<file path="src/rtl/viterbi_traceback_if.sv">
// Handshake bundle between the ACS/selector stage, the traceback block and the bit sink.
// master = surrounding datapath, slave = traceback block.
interface viterbi_traceback_if;
   logic       surv_valid;
   logic [3:0] surv;
   logic       blk_last;
   logic [1:0] best_state;
   logic       in_ready;
   logic       bit_out;
   logic       bit_valid;
   logic       bit_last;
   logic       out_ready;
   logic       busy;

   modport master (
      output surv_valid, surv, blk_last, best_state, out_ready,
      input  in_ready, bit_out, bit_valid, bit_last, busy
   );

   modport slave (
      input  surv_valid, surv, blk_last, best_state, out_ready,
      output in_ready, bit_out, bit_valid, bit_last, busy
   );
endinterface

</file>
<file path="src/rtl/viterbi_traceback.sv">
// Survivor memory and traceback for the 4-state K=3 Viterbi decoder.
// Collects a block of decision vectors, traces back from the best state, then streams bits in time order.
module viterbi_traceback #(
   parameter int unsigned DEPTH  = 16,
   parameter int unsigned ADDR_W = 4
) (
   input logic               clk,
   input logic               rst,
   viterbi_traceback_if.slave vif
);

   typedef enum logic [1:0] {
      S_WRITE  = 2'd0,
      S_TRACE  = 2'd1,
      S_OUTPUT = 2'd2
   } state_e;

   localparam logic [ADDR_W-1:0] LAST_STEP = ADDR_W'(DEPTH - 1);

   state_e              state_q, state_d;
   logic [ADDR_W-1:0]   wcnt_q, wcnt_d;
   logic [ADDR_W-1:0]   last_q, last_d;
   logic [ADDR_W-1:0]   idx_q, idx_d;
   logic [ADDR_W-1:0]   idx_inc;
   logic [1:0]          trace_q, trace_d;
   logic [3:0]          mem_q [DEPTH];
   logic [3:0]          mem_d [DEPTH];
   logic [DEPTH-1:0]    dbuf_q, dbuf_d;
   logic                in_ready_q, in_ready_d;
   logic                busy_q, busy_d;
   logic                bit_out_q, bit_out_d;
   logic                bit_valid_q, bit_valid_d;
   logic                bit_last_q, bit_last_d;

   always_comb begin
      state_d     = state_q;
      wcnt_d      = wcnt_q;
      last_d      = last_q;
      idx_d       = idx_q;
      idx_inc     = idx_q + 1'b1;
      trace_d     = trace_q;
      mem_d       = mem_q;
      dbuf_d      = dbuf_q;
      in_ready_d  = in_ready_q;
      busy_d      = busy_q;
      bit_out_d   = bit_out_q;
      bit_valid_d = bit_valid_q;
      bit_last_d  = bit_last_q;

      case (state_q)
         S_WRITE: begin
            if (vif.surv_valid) begin
               mem_d[wcnt_q] = vif.surv;
               // Block end: last_q holds N-1, which is also the first traceback index.
               if (vif.blk_last || (wcnt_q == LAST_STEP)) begin
                  last_d     = wcnt_q;
                  idx_d      = wcnt_q;
                  trace_d    = vif.best_state;
                  wcnt_d     = '0;
                  in_ready_d = 1'b0;
                  busy_d     = 1'b1;
                  state_d    = S_TRACE;
               end else begin
                  wcnt_d = wcnt_q + 1'b1;
               end
            end
         end

         S_TRACE: begin
            dbuf_d[idx_q] = trace_q[1];
            trace_d       = {trace_q[0], mem_q[idx_q][trace_q]};
            if (idx_q == '0) begin
               // dbuf[0] is only being written now, so the first bit comes straight from the trace state.
               bit_out_d   = trace_q[1];
               bit_valid_d = 1'b1;
               bit_last_d  = (last_q == '0);
               state_d     = S_OUTPUT;
            end else begin
               idx_d = idx_q - 1'b1;
            end
         end

         S_OUTPUT: begin
            if (vif.out_ready) begin
               if (bit_last_q) begin
                  idx_d       = '0;
                  bit_out_d   = 1'b0;
                  bit_valid_d = 1'b0;
                  bit_last_d  = 1'b0;
                  busy_d      = 1'b0;
                  in_ready_d  = 1'b1;
                  state_d     = S_WRITE;
               end else begin
                  idx_d      = idx_inc;
                  bit_out_d  = dbuf_q[idx_inc];
                  bit_last_d = (idx_inc == last_q);
               end
            end
         end

         default: begin
            state_d = S_WRITE;
         end
      endcase
   end

   always_ff @(posedge clk) begin
      mem_q  <= mem_d;
      dbuf_q <= dbuf_d;
      if (rst) begin
         state_q     <= S_WRITE;
         wcnt_q      <= '0;
         last_q      <= '0;
         idx_q       <= '0;
         trace_q     <= '0;
         in_ready_q  <= 1'b1;
         busy_q      <= 1'b0;
         bit_out_q   <= 1'b0;
         bit_valid_q <= 1'b0;
         bit_last_q  <= 1'b0;
      end else begin
         state_q     <= state_d;
         wcnt_q      <= wcnt_d;
         last_q      <= last_d;
         idx_q       <= idx_d;
         trace_q     <= trace_d;
         in_ready_q  <= in_ready_d;
         busy_q      <= busy_d;
         bit_out_q   <= bit_out_d;
         bit_valid_q <= bit_valid_d;
         bit_last_q  <= bit_last_d;
      end
   end

   assign vif.in_ready  = in_ready_q;
   assign vif.busy      = busy_q;
   assign vif.bit_out   = bit_out_q;
   assign vif.bit_valid = bit_valid_q;
   assign vif.bit_last  = bit_last_q;

endmodule

</file>
<file path="src/flat_wrapper.sv">
// flat-port wrapper written by rule: the top's interface ports become plain ports
module viterbi_traceback_flat 
#(
   parameter int unsigned DEPTH  = 16,
   parameter int unsigned ADDR_W = 4
)
  (clk, rst, vif_surv_valid, vif_surv, vif_blk_last, vif_best_state, vif_out_ready, vif_in_ready, vif_bit_out, vif_bit_valid, vif_bit_last, vif_busy);
  viterbi_traceback_if vif_i ();
  input logic clk;
  input logic rst;
  input wire logic [$bits(vif_i.surv_valid)-1:0] vif_surv_valid;
  input wire logic [$bits(vif_i.surv)-1:0] vif_surv;
  input wire logic [$bits(vif_i.blk_last)-1:0] vif_blk_last;
  input wire logic [$bits(vif_i.best_state)-1:0] vif_best_state;
  input wire logic [$bits(vif_i.out_ready)-1:0] vif_out_ready;
  output wire logic [$bits(vif_i.in_ready)-1:0] vif_in_ready;
  output wire logic [$bits(vif_i.bit_out)-1:0] vif_bit_out;
  output wire logic [$bits(vif_i.bit_valid)-1:0] vif_bit_valid;
  output wire logic [$bits(vif_i.bit_last)-1:0] vif_bit_last;
  output wire logic [$bits(vif_i.busy)-1:0] vif_busy;
  assign vif_i.surv_valid = vif_surv_valid;
  assign vif_i.surv = vif_surv;
  assign vif_i.blk_last = vif_blk_last;
  assign vif_i.best_state = vif_best_state;
  assign vif_i.out_ready = vif_out_ready;
  assign vif_in_ready = vif_i.in_ready;
  assign vif_bit_out = vif_i.bit_out;
  assign vif_bit_valid = vif_i.bit_valid;
  assign vif_bit_last = vif_i.bit_last;
  assign vif_busy = vif_i.busy;
  viterbi_traceback #(.DEPTH(DEPTH), .ADDR_W(ADDR_W)) u_core (.clk(clk), .rst(rst), .vif(vif_i));
endmodule
</file>
<file path="config.mk">
export PLATFORM = sky130hd
export DESIGN_NAME = viterbi_traceback_flat
export DESIGN_NICKNAME = d
export VERILOG_FILES = /design/src/rtl/viterbi_traceback_if.sv /design/src/rtl/viterbi_traceback.sv /design/src/flat_wrapper.sv
export SDC_FILE = /design/constraint.sdc
export NUM_CORES = 1
export LEC_CHECK = 0
export ABC_AREA = 1
export CAP_MARGIN = 30
export CELL_PAD_IN_SITES_DETAIL_PLACEMENT = 0
export CELL_PAD_IN_SITES_GLOBAL_PLACEMENT = 1
export CORE_MARGIN = 5
export CORE_UTILIZATION = 50
export CTS_BUF_LIST = sky130_fd_sc_hd__clkbuf_2 sky130_fd_sc_hd__clkbuf_4 sky130_fd_sc_hd__clkbuf_8
export DETAILED_ROUTE_END_ITERATION = 6
export PLACE_DENSITY_LB_ADDON = 0.1
export SYNTH_ARGS = -nofsm -noshare
export SYNTH_HDL_FRONTEND = slang
export SYNTH_SLANG_ARGS = --single-unit
export TNS_END_PERCENT = 1
</file>
<file path="constraint.sdc">
create_clock -name clk -period 2.57 [get_ports clk]
set_input_delay 0.6425 -clock clk [delete_from_list [all_inputs] [get_ports clk]]
set_output_delay 0.6425 -clock clk [all_outputs]
set_load 0.05 [all_outputs]
</file>
==> impl_metrics.py <==
metrics = {
    "critical_path": {
        "critPathLaunchType": "flip-flop",
        "r2r_start": "u_core.idx_q[0]",
        "cp_data_arrival_time_ns": 1.53,
        "crit_path_top_delay_cell": "clkdlybuf4s50_1",
        "crit_chain": "clkdlybuf4s50_1",
        "cpPeakStageDelay_ns": 0.81,
        "endpoint_kind": "output pin",
        "startpoint": "u_core.vif.bit_last",
        "critical_path.top_delay_family": "buffers and inverters",
        "crit_fanout": 3,
        "cp_num_buf_inv": 1,
        "critPathKind": "flip-flop to output pin",
        "cp.required_ns": 1.93,
    },
    "detailed_routing": {
        "drtIter0Drc": 220,
        "dr_wl_met3_um": 382,
        "routed_wl_um": 10400,
        "dr.pass1.iters": 5,
        "met2_length_um": 4920,
        "drc": 0,
        "maxUsedRoutingLayer": "met4",
        "route.vias.total": 3432,
        "drt-met1-wl_um": 5000,
        "ant_nets": 0,
        "wl_per_cell_um": 15.9,
        "vias_per_cell": 5.22,
    },
    "grt": {
        "grt_max_degree": 37,
        "grt.total_usage": 0.194,
        "antenna_found_initial": 0,
        "grt_pass1_vias": 3246,
        "overflow": 0,
        "grt_pass1_wl_um": 17000,
    },
    "timing": {
        "setup_violations": 0,
        "timing.setup.tns_ns": 0,
        "max-slew-margin-rel": 0.528,
        "worst_pin_slew_ns": 0.706,
        "finalCriticalPeriod_ns": 2.17,
        "skew_ns": 0.00951,
        "maxSlewViolCount": 0,
        "grt_setup_unrepaired": "false",
        "hold_viol_final": 0,
        "fmax_mhz": 460,
        "finalWorstSetupSlack_ns": 0.398,
        "finalCritPeriodShare": 0.845,
    },
    "clocking": {
        "cts_root_buf": "clkbuf_8",
        "cts_tree": "yes",
        "clk_path_buf_depth": 2,
        "ctsHoldBuffers": 0,
        "cts_buffers": 9,
        "cts_resized": 0,
        "clock_latency_ns": 0.36,
        "cts.reportedPaths.clkPinSlew_ns": 0.10,
        "post_cts_buffers": 0,
        "clock-sinks": 101,
        "htree_levels": 3,
    },
    "yosys": {
        "synth_area_per_cell_um2": 9.52,
        "ys_async_sr_fraction": 0,
        "yosys.area.top_type": "edfxtp_1",
        "syn-num-nets": 530,
        "synth_seq_area_share": 0.586,
        "synthesis.area_mm2": 0.00481,
        "synth_common_cells": "nand2_1 (113), edfxtp_1 (80), nor2_1 (77)",
        "syn_inst": 506,
        "synth_top_area_frac": 0.499,
        "ys_warn_count": 0,
        "synth_edf_count": 80,
        "synth_most_common_cell": "nand2_1",
        "synthTopCellsByArea": "edfxtp_1 (50%), nand2_1 (8.8%), dfxtp_1 (8.7%), nor2_1 (6.0%), inv_1 (4.1%)",
        "synth_seq_cells": 101,
        "synth-main-ff-cell": "edfxtp_1",
        "synthDistinctLibCells": 40,
    },
    "power": {
        "cellPowerDensity_mw_per_mm2": 866,
        "total_power_w": 0.00453,
        "peakVddDrop_mv": 0.368,
        "leakage_nw": 2.04,
    },
    "finish": {
        "syn_to_final_growth_pct": 8.71,
        "final_core_util": 0.561,
        "fin_area_mm2": 0.00523,
        "num-nets-final": 548,
        "diodes": 0,
        "final_layout_size_suffix_gt1_frac": 0.0795,
    },
    "place": {
        "dpl_worst_slack_ns": 0.330,
        "place_area_mm2": 0.00506,
        "io_buffers": 15,
        "place.gp.congestion": 0.834,
        "place.detailed.hpwl_um": 7290,
    },
    "floorplanning": {
        "dieArea_mm2": 0.0117,
        "initial_core_util": 0.516,
        "rows": 35,
        "ios": 16,
        "core_area_mm2": 0.00933,
        "die_w_um": 108,
        "die_h_um": 108,
    },
    "run_status": {
        "outcome": "finished, final reports clean",
    },
    "worst_hold_path": {
        "hold_class": "flip-flop to flip-flop",
        "hold_start": "u_core.vif.bit_valid",
    },
    "job": {
        "drv_cap": 0,
    },
}
==> through the flow <==
step | std cells | hold WS (ns)
floorplan | 506 | 0.475
global placement | 642 | 0.462
detailed placement | 642 | 0.484
CTS | 657 | 0.498
global route | 657 | 0.518
finish | 657 | 0.490
==> routing by layer <==
metal / vias up / track usage
li1: 1717 / -
met1: 1640 / 0.284
met2: 65 / 0.300
met3: 10 / 0.0287
met4: 0 / 0.0613
met5: - / 0
==> flip-flops by register name, indices dropped and copies added, names as in the netlist <==
name,count
u_core.trace_q,2
u_core.vif.busy,1
u_core.last_q,4
u_core.vif.bit_valid,1
u_core.state_q,2
u_core.vif.bit_last,1
u_core.idx_q,4
u_core.vif.bit_out,1
u_core.dbuf_q,16
u_core.mem_q,64
u_core.vif.in_ready,1
u_core.wcnt_q,4
==> layout make-up <==
| class | instances | area [um^2] |
|---|---|---|
| tap | 129 | 161 |
| inverter | 60 | 228 |
| fill | 865 | 4090 |
| multi-input combinational | 328 | 1630 |
| sequential | 101 | 2820 |
| timing repair buffer | 24 | 218 |
| clock inverter | 6 | 48.8 |
| clock buffer | 9 | 124 |
==> final timing paths <==
check | endpoint | slack (ns) | cells after the start
max reg2reg | u_core.vif.bit_out | 0.68 | 9
max | vif_bit_last | 0.40 | 1
min reg2reg | u_core.vif.bit_valid | 0.49 | 2
min | u_core.vif.bit_valid | 0.49 | 2
==> power by group <==
part / switching (W) / internal, W
registers: 0.000120 / 0.00192
logic: 0.00107 / 0.000512
clock network: 0.000550 / 0.000357
total: 0.00175 / 0.00279
==> cells by family after synthesis <==
logic type                 count (synthesis)  share of synthesized area
and+or+nand+nor                          231                      0.199
xor gates and xnor gates                   4                    0.00884
adders and majority gates                 13                     0.0338
DFF                                      101                      0.586
buffers and inverters                     77                     0.0748
AOI/OAI and AO/OA                         80                     0.0972
==> placed cells by master, fill, tap and decap left out, types with 6 or more instances in the layout <==
cell and count:
buf_4 9, o21ai_0 22, a21oi_1 27, ha_1 13
nand3_1 27, clkbuf_8 9, inv_1 53, nor2_1 77
inv_2 6, o21ai_1 12, dfxtp_1 21, edfxtp_1 80
clkdlybuf4s50_1 15, nand2_1 113
No activity file was read; power rests on OpenSTA's default activity.
